## src/rtl/pool_unit_if.sv

```systemverilog
// Stream and control bundle for pool_unit: one input word stream, one output
// word stream, and the start/clear/mode control pulses with the result counter.
interface pool_unit_if #(
  parameter int DATA_W = 16,
  parameter int LANES  = 4
);
  // Handshake: a word moves on a rising clk edge where VLD and RDY are both
  // high; a source holds its word and VLD until that edge, and a sink may
  // raise or drop RDY in any cycle.
  logic [DATA_W*LANES-1:0] DIN;
  logic                    DIN_VLD;
  logic                    DIN_RDY;
  logic [DATA_W*LANES-1:0] DOUT;
  logic                    DOUT_VLD;
  logic                    DOUT_RDY;
  logic                    OP_START;
  logic                    OP_CLEAR;
  logic                    POOL_USE;
  logic                    POOL_MODE;
  logic [31:0]             OUT_CNT;

  modport slave (
    input  DIN, DIN_VLD, DOUT_RDY, OP_START, OP_CLEAR, POOL_USE, POOL_MODE,
    output DIN_RDY, DOUT, DOUT_VLD, OUT_CNT
  );

  modport master (
    output DIN, DIN_VLD, DOUT_RDY, OP_START, OP_CLEAR, POOL_USE, POOL_MODE,
    input  DIN_RDY, DOUT, DOUT_VLD, OUT_CNT
  );
endinterface

```

## src/rtl/pool_unit.sv

```systemverilog
// Lane pooling engine: reduces the LANES elements of each input word to one
// element (max or floor-average) through a registered binary tree, or bypasses.
module pool_unit #(
  parameter int DATA_W = 16,
  parameter int LANES  = 4,
  parameter bit SIGNED = 1'b0
) (
  input  logic        clk,
  input  logic        rst,
  pool_unit_if.slave  bus,
  output logic [1:0]  o_dbg_state
);

  localparam int LOG2L = $clog2(LANES);
  localparam int SW    = DATA_W + LOG2L;
  localparam int WW    = DATA_W * LANES;

  typedef enum logic [1:0] {
    S_IDLE   = 2'd0,
    S_BYPASS = 2'd1,
    S_POOL   = 2'd2
  } state_t;

  state_t              r_state;
  state_t              w_state_nxt;
  logic                r_mode;
  logic [31:0]         r_cnt;
  logic                w_en;
  logic                w_accept;
  logic                w_start_ok;
  logic                w_last_v;
  logic [SW-1:0]       w_last_d;
  logic [DATA_W-1:0]   w_res;

  // Operands carry LOG2L guard bits so the average tree never overflows.
  function automatic logic [SW-1:0] f_ext(input logic [DATA_W-1:0] x);
    if (SIGNED) return {{LOG2L{x[DATA_W-1]}}, x};
    else        return {{LOG2L{1'b0}}, x};
  endfunction

  function automatic logic [SW-1:0] f_node(input logic [SW-1:0] a,
                                           input logic [SW-1:0] b,
                                           input logic          avg);
    logic gt;
    if (SIGNED) gt = ($signed(a) > $signed(b));
    else        gt = (a > b);
    if (avg) return a + b;
    else     return gt ? a : b;
  endfunction

  assign w_start_ok = (r_state == S_IDLE) & bus.OP_START & ~bus.OP_CLEAR;
  assign w_en       = ~w_last_v | bus.DOUT_RDY;
  assign w_accept   = (r_state == S_POOL) & bus.DIN_VLD & w_en;

  always_ff @(posedge clk or posedge rst) begin
    if (rst) r_state <= S_IDLE;
    else     r_state <= w_state_nxt;
  end

  always_comb begin
    w_state_nxt = r_state;
    if (bus.OP_CLEAR)    w_state_nxt = S_IDLE;
    else if (w_start_ok) w_state_nxt = bus.POOL_USE ? S_POOL : S_BYPASS;
  end

  always_ff @(posedge clk or posedge rst) begin
    if (rst)             r_mode <= 1'b0;
    else if (w_start_ok) r_mode <= bus.POOL_MODE;
  end

  // Tree stage g holds LANES >> (g+1) partial results and one valid bit.
  for (genvar g = 0; g < LOG2L; g++) begin : g_stg
    localparam int N = LANES >> (g + 1);
    logic [SW-1:0] w_in [2*N];
    logic          w_vin;
    logic [SW-1:0] r_d  [N];
    logic          r_v;

    if (g == 0) begin : g_src
      for (genvar k = 0; k < 2*N; k++) begin : g_lane
        assign w_in[k] = f_ext(bus.DIN[k*DATA_W +: DATA_W]);
      end
      assign w_vin = w_accept;
    end else begin : g_src
      for (genvar k = 0; k < 2*N; k++) begin : g_lane
        assign w_in[k] = g_stg[g-1].r_d[k];
      end
      assign w_vin = g_stg[g-1].r_v;
    end

    always_ff @(posedge clk or posedge rst) begin
      if (rst) begin
        r_v <= 1'b0;
        for (int k = 0; k < N; k++) r_d[k] <= '0;
      end else if (bus.OP_CLEAR) begin
        r_v <= 1'b0;
      end else if (w_en) begin
        r_v <= w_vin;
        for (int k = 0; k < N; k++) r_d[k] <= f_node(w_in[2*k], w_in[2*k+1], r_mode);
      end
    end
  end

  assign w_last_v = g_stg[LOG2L-1].r_v;
  assign w_last_d = g_stg[LOG2L-1].r_d[0];
  // Dropping the low LOG2L bits of the sum is a floor divide for both signednesses.
  assign w_res    = r_mode ? w_last_d[SW-1:LOG2L] : w_last_d[DATA_W-1:0];

  always_ff @(posedge clk or posedge rst) begin
    if (rst)                                                  r_cnt <= '0;
    else if (w_start_ok)                                      r_cnt <= '0;
    else if ((r_state == S_POOL) && w_last_v && bus.DOUT_RDY) r_cnt <= r_cnt + 32'd1;
  end

  always_comb begin
    bus.DIN_RDY  = 1'b0;
    bus.DOUT_VLD = 1'b0;
    bus.DOUT     = '0;
    case (r_state)
      S_BYPASS: begin
        bus.DIN_RDY  = bus.DOUT_RDY;
        bus.DOUT_VLD = bus.DIN_VLD;
        bus.DOUT     = bus.DIN;
      end
      S_POOL: begin
        bus.DIN_RDY  = w_en;
        bus.DOUT_VLD = w_last_v;
        bus.DOUT     = {{(WW-DATA_W){1'b0}}, w_res};
      end
      default: ;
    endcase
  end

  assign bus.OUT_CNT = r_cnt;
  assign o_dbg_state = r_state;

endmodule

```

## src/flat_wrapper.sv

```systemverilog
// flat-port wrapper written by rule: the top's interface ports become plain ports
module pool_unit_flat 
#(
  parameter int DATA_W = 16,
  parameter int LANES  = 4,
  parameter bit SIGNED = 1'b0
)
  (clk, rst, o_dbg_state, bus_DIN, bus_DIN_VLD, bus_DOUT_RDY, bus_OP_START, bus_OP_CLEAR, bus_POOL_USE, bus_POOL_MODE, bus_DIN_RDY, bus_DOUT, bus_DOUT_VLD, bus_OUT_CNT);
  pool_unit_if #(.DATA_W(DATA_W), .LANES(LANES)) bus_i ();
  input  logic clk;
  input  logic rst;
  output logic [1:0] o_dbg_state;
  input wire logic [$bits(bus_i.DIN)-1:0] bus_DIN;
  input wire logic [$bits(bus_i.DIN_VLD)-1:0] bus_DIN_VLD;
  input wire logic [$bits(bus_i.DOUT_RDY)-1:0] bus_DOUT_RDY;
  input wire logic [$bits(bus_i.OP_START)-1:0] bus_OP_START;
  input wire logic [$bits(bus_i.OP_CLEAR)-1:0] bus_OP_CLEAR;
  input wire logic [$bits(bus_i.POOL_USE)-1:0] bus_POOL_USE;
  input wire logic [$bits(bus_i.POOL_MODE)-1:0] bus_POOL_MODE;
  output wire logic [$bits(bus_i.DIN_RDY)-1:0] bus_DIN_RDY;
  output wire logic [$bits(bus_i.DOUT)-1:0] bus_DOUT;
  output wire logic [$bits(bus_i.DOUT_VLD)-1:0] bus_DOUT_VLD;
  output wire logic [$bits(bus_i.OUT_CNT)-1:0] bus_OUT_CNT;
  assign bus_i.DIN = bus_DIN;
  assign bus_i.DIN_VLD = bus_DIN_VLD;
  assign bus_i.DOUT_RDY = bus_DOUT_RDY;
  assign bus_i.OP_START = bus_OP_START;
  assign bus_i.OP_CLEAR = bus_OP_CLEAR;
  assign bus_i.POOL_USE = bus_POOL_USE;
  assign bus_i.POOL_MODE = bus_POOL_MODE;
  assign bus_DIN_RDY = bus_i.DIN_RDY;
  assign bus_DOUT = bus_i.DOUT;
  assign bus_DOUT_VLD = bus_i.DOUT_VLD;
  assign bus_OUT_CNT = bus_i.OUT_CNT;
  pool_unit #(.DATA_W(DATA_W), .LANES(LANES), .SIGNED(SIGNED)) u_core (.clk(clk), .rst(rst), .bus(bus_i), .o_dbg_state(o_dbg_state));
endmodule
```

## config.mk

```make
export PLATFORM = sky130hd
export DESIGN_NAME = pool_unit_flat
export DESIGN_NICKNAME = d
export VERILOG_FILES = /design/src/rtl/pool_unit_if.sv /design/src/rtl/pool_unit.sv /design/src/flat_wrapper.sv
export SDC_FILE = /design/constraint.sdc
export NUM_CORES = 1
export LEC_CHECK = 0
export CORE_ASPECT_RATIO = 0.9
export CORE_MARGIN = 10
export CORE_UTILIZATION = 30
export CTS_BUF_LIST = sky130_fd_sc_hd__clkbuf_16
export DETAILED_ROUTE_END_ITERATION = 8
export GPL_TIMING_DRIVEN = 0
export HOLD_SLACK_MARGIN = 0.05
export PLACE_DENSITY_LB_ADDON = 0.15
export RECOVER_POWER = 100
export SLEW_MARGIN = 20
export SYNTH_ARGS = -nofsm -noshare
export SYNTH_HDL_FRONTEND = slang
export SYNTH_SLANG_ARGS = --single-unit
```

## constraint.sdc

```tcl
create_clock -name clk -period 3.5 [get_ports clk]
set_clock_uncertainty 0.2 [all_clocks]
set_input_delay 0.7 -clock clk [delete_from_list [all_inputs] [get_ports clk]]
set_output_delay 0.7 -clock clk [all_outputs]
set_load 0.03 [all_outputs]
```

After elaboration in Yosys (flattened, before gate mapping)

Index checks and enable logic that the tools add are counted.

ROM bits: 0
Memories kept: 0
Flip-flop bits (word level): 91
Logic and storage cells: 56
Bits of input ports: 72
RAM bits: 0
Latch bits: 0

Div/mod/pow operators: 0
Add/sub/neg operators: 4
Muxes and demuxes: 25
Reduce and logical (&&, ||, !) cells: 7
Bitwise logic cells: 7
Equal/unequal tests: 2
Multiply operators: 0
$lt $le $gt $ge: 3
Shifts and indexed selects: 0

Operators by type and width:

| kind                                                 | count |
|---|---|
| one-hot mux 64 bit (2 select lines)                  | 1 |
| two-way mux 18 bit                                   | 4 |
| two-way mux 32 bit                                   | 2 |
| two-way mux 16 bit                                   | 3 |
| adder 16 x 16 -> 17 bit                              | 2 |
| adder 32 x 1 -> 32 bit (second input constant)       | 1 |
| greater-than comparator 16 bit                       | 2 |
| adder 18 bit                                         | 1 |
| greater-than comparator 18 bit                       | 1 |
| two-way mux 1 bit                                    | 10 |
| two-way mux 2 bit                                    | 3 |
| nonzero test 2 bit                                   | 3 |
| bitwise AND 1 bit                                    | 4 |
| one-hot mux 1 bit (2 select lines)                   | 2 |
| equality test 2 x 1 -> 1 bit (second input constant) | 1 |
| equality test 2 bit (second input constant)          | 1 |
| logical AND 1 bit                                    | 2 |
| zero test 2 bit                                      | 1 |
| NOT 1 bit                                            | 2 |
| AND reduction 2 bit                                  | 1 |
| OR 1 bit                                             | 1 |

Longest topological paths before layout

Gate-level depths: netlist (run 1).

Depth after elaboration: 6
Gate-level depth with buffers: 13
Gate-level depth less buffers: 11

Worst setup path before layout (run 1)

OpenSTA, ideal clock, no wires.

Path kind: input to register
Start point: in bus_DIN[17]
End point: reg u_core.g_stg[0].r_d[29] (netlist name)
Required time: 3.179 ns
Data arrival time: 2.742 ns
Library setup time: 0.121 ns
Buffers on the path: 2
Slack: 0.437 ns
Stages: 12
Cells stage by stage: inv_1 > ha_1 > nor2b_1 > o211ai_1 > a21oi_1 > o31ai_1 > a22o_1 > clkbuf_1 > buf_2 > mux2i_1 > nand2_1 > a22o_1

Cells in the longest elaborated chain, start to end: 5
Elaborated cells on any way between the ends: 6
Those cells by class: 1 x add/sub; 1 x order compare; 4 x mux

RTL lines:

| item                           | RTL line           | RTL |
|---|---|---|
| start: declaration             | flat_wrapper.sv:13 | `input wire logic [$bits(bus_i.DIN)-1:0] bus_DIN;` |
| greater-than comparator 16 bit | pool_unit.sv:46    | `else gt = (a > b);` |
| two-way mux 1 bit              | pool_unit.sv:97    | `end else if (w_en) begin` |
| two-way mux 1 bit              | pool_unit.sv:95    | `end else if (bus.OP_CLEAR) begin` |
| two-way mux 16 bit             | pool_unit.sv:48    | `else return gt ? a : b;` |
| two-way mux 18 bit (*)         | pool_unit.sv:47    | `if (avg) return a + b;` |
| end: declaration               | pool_unit.sv:76    | `logic [SW-1:0] r_d [N];` |

Mark *: on every way between the ends. The rest lies on a longest branch, timed or not. The select of a mux whose other input is x is not followed.
A chain may end at the register's enable or synchronous reset.

Worst setup path after layout (run 1)

Start point: in bus_DIN[62]
End point: reg u_core.g_stg[0].r_d[7] (netlist name)

Cells in the longest elaborated chain, start to end: 5

RTL lines:

| item                           | RTL line |
|---|---|
| greater-than comparator 16 bit | pool_unit.sv:46 |
| two-way mux 1 bit              | pool_unit.sv:97 |
| two-way mux 1 bit              | pool_unit.sv:95 |
| two-way mux 16 bit             | pool_unit.sv:48 |
| two-way mux 18 bit             | pool_unit.sv:47 |

No other way between the ends. The select of a mux whose other input is x is not followed.

==> flow_summary.toml, run 1 <==
[synthesis]
number_of_flops_mapped_to_enable_cells_by_yosys = 0
synth.mux.area_fraction_pct = 6.965
netlist-cell-type-count = 63
synth_xor_xnor_area_share_pct = 5.683
synthesis.yosys.warnings = 0
synth_top_family_by_area = "simple AND/OR/NAND/NOR gates"
yosys.area_share.adder_pct = 15.21
synth_top_cells_by_area = "dfrtp_1, ha_1, a21oi_1"
share_of_the_yosys_chip_area_belonging_to_registers_pct = 25.35
primary_flip_flop_cell_chosen_by_synthesis_mapping = "dfrtp_1"
ys_ff_latch = 89
yosysMostFrequentCell = "ha_1"
synth_compound_gate_area_share_pct = 19.90
syn-mean-instance-area_um2 = 8.074
commonest_cells_in_the_synthesized_netlist = "ha_1, nor2_1, a21oi_1, inv_1, dfrtp_1"
synthesis.instances = 1088
basic_gate_share_of_the_synthesized_area_counting_and_or_nand_and_nor_cells_pct = 20.28
async_reset_ff_share_pct = 100.0
synthesis.nets = 1265
syn_area_mm2 = 0.008785
area_fraction_of_the_dominant_cell_type_after_synthesis_pct = 25.35
post-synth-top-area-cell = "dfrtp_1"

[clock_network]
cts_max_path_buffers = 2
tritoncts = "built"
holdBufCountCts = 0
path_clk_slew_ps = 70
clock_sink_count = 89
cts_buffers = 9
clock_root_buffer = "clkbuf_16"
htree_levels = 3
clk-insertion-delay-late_ps = 360

[critical_path]
setup.worst_path.start_class = "primary input"
worstSetupPathType = "in -> reg"
worst-endpoint-required_ps = 3500
crit_path_max_incr_delay_ps = 590
peak_fanout_along_the_critical_path = 10
reg2regPathDepth = 13
r2r_slack_ps = 80
r2r-end = "u_core.g_stg[1].r_d[8]"
crit_slowest_cell = "dlygate4sd3_1"
critical_path.n_buffers_inverters = 5
path_common_cell = "buf_4"
worstSetupEndpointType = "register"
critPathTopFamily = "buffers and inverters"
timing.rr.start = "u_core.g_stg[0].r_d[9]"
worst-endpoint-arrival_ps = 3480
path_cells = "dlygate4sd3_1 -> inv_1 -> ha_1 -> nand4_1 -> buf_4 -> nor2_1 -> a211o_1 -> o31a_1 -> buf_4 -> clkbuf_2 -> a21oi_1 -> o221ai_1"

[grt]
globalRouteTotalUtil_pct = 17.13
initial_antenna_violation_count = 1
grt_max_degree = 70
grt_overflow_total = 0
vias_in_the_first_global_route = 8446
grt_pass1_wl_um = 49990

[sta]
setup_viol = 0
timing_hold_violations_final = 0
slew_headroom_pct = 31.31
rsz_0062_raised_after_global_routing = "yes"
hold_ws_ps = 291.3
final-max-slew-violation-count = 0
final_min_period_over_clock_period_pct = 99.32
worst-slew-pin-transition_ps = 1030
fmaxAchievable_mhz = 287.7
layout_min_cycle_time_ps = 3476

[hold_path]
whs_path_depth = 2
holdCritStartpoint = "u_core.g_stg[1].r_d[0]"
hold_path_end = "u_core.g_stg[1].r_d[0]"
hold_path_class = "reg -> reg"

[power_and_ir_drop]
power.total_uw = 4964
ir_drop_mv = 0.2536
pwr_density_cell_mw_per_mm2 = 435.1
power.static_leakage_uw = 0.005084

[floorplanning]
floorplan.initialDensity_pct = 30.43
die-height_um = 182.3
floorplan.rows = 59
floorplan.die_area_mm2 = 0.03654
pin_count = 172
core_region_area_mm2 = 0.02886
die_width_um = 200.4

[finish]
area_delta_synth_final_pct = 29.87
final_util_pct = 39.52
multi_input_comb_area_mm2 = 0.006107
nets = 1447
drive_gt1_share_pct = 7.608
regArea_mm2 = 0.002227
fillers = 2977

[drt]
met2RoutedLength_um = 13960
highest-signal-layer = "met4"
via_per_inst = 5.116
drt-initial-drc-count = 529
drt_first_pass_iters = 5
via_count = 8559
routed-wl-met3_um = 1640
wl_met1_um = 16350
ant_nets = 0
dr_wl_cell_um = 19.22
drcViolationCount = 0
totalWireLength_um = 32150

[placement]
placement.io_buffers = 170
final_gp_congestion = 0.8903
detailedPlacementHpwl_um = 25730

[status]
outcome = "finished, final reports clean"

[flow_run]
cap_violations = 0
[cell type report]
class,instances,area share [%]
Sequential cell,89,19.52
Inverter,95,3.137
Timing Repair Buffer,175,14.84
Multi-Input combinational cell,850,53.53
Tap cell,396,4.343
Antenna cell,2,0.04387
Clock inverter,7,0.6142
Clock buffer,9,1.974
Buffer,50,1.996
[tightest hold or removal path: cells and delay by family (launching register included)]
family | cells | cell delay [ps]
flip-flops | 1 | 360
AND/OR/NAND/NOR | 2 | 100
[timing repair]
item | 4_1_cts | 5_1_grt
pin swaps | 4 | 6
buffers inserted | 2 | 2
setup endpoints to repair | 90 | 78
resized for setup | 31 | 43
[logic make-up after synthesis]
group,after synthesis
compound gates,273
xor+xnor,57
fa+ha+maj,105
buf+inv,149
flops,89
mux,57
simple gates,358
[layer usage]
metal | vias to the layer above | GRT usage, %
met5 | - | 0
met4 | 0 | 1.998
met3 | 11 | 3.205
met2 | 212 | 26.07
met1 | 4147 | 25.12
li1 | 4189 | -
[worst max-delay path by stage]
| stage | depth (start not counted) | slack [ps] | startpoint | to |
|---|---|---|---|---|
| floorplan | 1 | 290 | rst | u_core.bus.OUT_CNT[0] |
| global placement | 2 | -1510 | rst | u_core.o_dbg_state[1] |
| detailed placement | 11 | -1090 | bus_DIN[27] | u_core.g_stg[0].r_d[30] |
| CTS | 7 | 10 | u_core.o_dbg_state[0] | bus_DOUT[14] |
| global route | 11 | -100 | bus_DIN[54] | u_core.g_stg[0].r_d[15] |
| finish | 12 | 20 | bus_DIN[62] | u_core.g_stg[0].r_d[7] |
[per-stage QoR]
step | setup WS, ps | area (um2) | std cells | setup TNS, ps
after floorplan | 293.1 | 8785 | 1088 | 0
after global placement | -1509 | 10980 | 1654 | -165630
after detailed placement | -1087 | 11010 | 1655 | -33430
after CTS | 9.611 | 11400 | 1671 | 0
after global routing | -104.9 | 11400 | 1671 | -2173
final | 23.71 | 11410 | 1673 | 0
[placed cells by master, fill, tap and decap left out, types with 29 or more instances in the layout]
master	instances
mux2_2	30
inv_1	93
nor2_1	97
and2_1	47
a21oi_1	92
o21ai_0	46
clkdlybuf4s50_1	103
dfrtp_1	89
clkbuf_1	43
ha_1	96
nand2_1	82
xnor2_1	35
dlygate4sd3_1	53
nor2b_1	29
[power by group]
group	switching [uW]	internal [uW]
registers	211	1220
logic	1460	1070
clock network	445	553
total	2120	2850
[flip-flops by register name (all words and copies together) (netlist names)]
name,count
u_core.r_mode,1
u_core.o_dbg_state,2
u_core.bus.OUT_CNT,32
u_core.g_stg.r_d,52
u_core.g_stg.r_v,2
Power figures use the tool's default switching activity.
==> inputs of run 2 (changes only) <==
Clock period 3.5 ns to 3.6 ns, I/O delays scaled along.
==> flow_summary.toml, run 2 (synthesis gave the netlist of run 1 again) <==
[clock_network]
clock_root_buffer = "clkbuf_16"
holdBufCountCts = 0
tritoncts = "built"
cts_max_path_buffers = 2
clk-insertion-delay-late_ps = 360
clock_sink_count = 89
path_clk_slew_ps = 80
cts_buffers = 9
htree_levels = 3

[critical_path]
r2r-end = "u_core.g_stg[1].r_d[8]"
critPathTopFamily = "compound AO/OA/AOI/OAI gates"
r2r_slack_ps = 190
worstSetupEndpointType = "register"
worstSetupPathDepth = 10
critical_path.n_buffers_inverters = 3
crit_slowest_cell = "clkdlybuf4s50_1"
path_cells = "clkdlybuf4s50_1 -> inv_1 -> ha_1 -> a21oi_1 -> o31ai_1 -> a221oi_2 -> a22o_4 -> clkbuf_4 -> mux2i_1 -> o221ai_1"
worst-endpoint-arrival_ps = 3550
reg2regPathDepth = 13
worstSetupPathType = "in -> reg"
worst-endpoint-required_ps = 3610
setup.worst_path.start_class = "primary input"
timing.rr.start = "u_core.g_stg[0].r_d[9]"
peak_fanout_along_the_critical_path = 10
crit_path_max_incr_delay_ps = 580

[sta]
layout_min_cycle_time_ps = 3546
setup_viol = 0
postLayoutSetupSlackWorst_ps = 54.00
totalNegativeSetupSlack_ps = 0
final-max-slew-violation-count = 0
slew_headroom_pct = 31.48
timing_hold_violations_final = 0
worst-slew-pin-transition_ps = 1028
final_min_period_over_clock_period_pct = 98.50
fmaxAchievable_mhz = 282.0
hold_ws_ps = 291.4
rsz_0062_raised_after_global_routing = "yes"

[placement]
final_gp_congestion = 0.8903
placement.io_buffers = 170
detailedPlacementHpwl_um = 25730
place_worst_setup_slack_ps = -1007
dpl-instance-area_mm2 = 0.01101

[drt]
totalWireLength_um = 32170
via_count = 8519
drt_first_pass_iters = 5
via_per_inst = 5.083
dr_wl_cell_um = 19.19
ant_nets = 0
drcViolationCount = 0
drt-initial-drc-count = 559

[finish]
area_delta_synth_final_pct = 30.07
nets = 1450
largest_register_ff_count = 52
drive_gt1_share_pct = 7.590
finish.instance_area_mm2 = 0.01143
most-common-layout-cells = "clkdlybuf4s50_1, ha_1, nor2_1, inv_1, a21oi_1"
fillers = 2967
layout_commonest_cell = "clkdlybuf4s50_1"
final_util_pct = 39.59
top_register = "u_core.g_stg.r_d"

[hold_path]
hold_path_end = "u_core.g_stg[1].r_d[0]"
hold_path_class = "reg -> reg"
holdCritStartpoint = "u_core.g_stg[1].r_d[0]"
whs_path_depth = 2

[power_and_ir_drop]
power.switching_uw = 2059
seqPwrFrac_pct = 28.8
p_comb_share_pct = 51.1
power.static_leakage_uw = 0.005053
internal_power_uw = 2780
netSwitchingFraction_pct = 42.55
pwr-share-clk_pct = 20.1
ir_drop_mv = 0.2475
pwr_density_cell_mw_per_mm2 = 423.4

[status]
outcome = "finished, final reports clean"

[grt]
grt_max_degree = 70
vias_in_the_first_global_route = 8438
grt_overflow_total = 0
initial_antenna_violation_count = 1
grt_pass1_wl_um = 49930
globalRouteTotalUtil_pct = 17.12

[floorplanning]
die-height_um = 182.3
floorplan.rows = 59
core_region_area_mm2 = 0.02886
floorplan.die_area_mm2 = 0.03654
pin_count = 172
die_width_um = 200.4
floorplan.initialDensity_pct = 30.43

[flow_run]
cap_violations = 0
-- run 2: how the worst max path moves through the flow --
stage                start                       to  slack [ps]
2_1_floorplan          rst    u_core.bus.OUT_CNT[0]         370
3_3_place_gp           rst    u_core.o_dbg_state[1]       -1430
3_5_place_dp   bus_DIN[27]  u_core.g_stg[0].r_d[30]       -1010
4_1_cts        bus_DIN[61]   u_core.g_stg[0].r_d[7]           3
5_1_grt        bus_DIN[54]  u_core.g_stg[0].r_d[15]         -20
6_report       bus_DIN[27]  u_core.g_stg[0].r_d[30]          50
-- run 2: metrics by stage --
step | std cells | power (uW)
floorplan | 1088 | 3028
global placement | 1654 | 3823
detailed placement | 1655 | 3824
CTS | 1670 | 4842
global route | 1674 | 5199
finish | 1676 | 4838
-- run 2: metal layers --
metal  up-vias  wire length [um]  GRT usage [%]
met5         -                 0              0
met4         0               177          1.998
met3         7              1573          3.152
met2       201             13970          26.04
met1      4110             16450          25.13
li1       4201                 -              -
-- run 2: worst register-to-register path, stage by stage, from the launching register on --
cell and delay, ps:
dfrtp_1 390, inv_1 80, ha_1 280, clkbuf_1 180, a21oi_1 160, o21ai_0 130, a221o_1 360, a211oi_1 240
a21o_1 120, buf_2 270, clkbuf_4 340, mux2_2 350, o21ai_0 140, nand2_1 60
-- run 2: what timing repair did --
action	in CTS	in global routing
pin swaps	0	5
hold endpoints to repair	0	0
endpoints found under the setup margin	86	55
buffers inserted	0	7
resized for setup	24	27
-- run 2: cell type report --
| cell class | count | area (um2) | share of cell area [%] |
|---|---|---|---|
| antenna | 2 | 5.005 | 0.04380 |
| buffer | 50 | 239.0 | 2.092 |
| clock buffer | 9 | 225.2 | 1.971 |
| clock inverter | 7 | 70.07 | 0.6132 |
| inverter | 95 | 357.8 | 3.132 |
| multi-input combinational | 850 | 6048 | 52.93 |
| sequential | 89 | 2227 | 19.49 |
| tap | 396 | 495.5 | 4.336 |
| timing repair buffer | 178 | 1758 | 15.39 |
-- run 2: power groups by stage --
stage / combinational (uW) / clock [uW] / sequential (uW)
floorplan: 1700 / 0 / 1330
global placement: 2410 / 0 / 1410
detailed placement: 2410 / 0 / 1410
CTS: 2450 / 1000 / 1390
global route: 2730 / 1050 / 1420
finish: 2470 / 972 / 1390
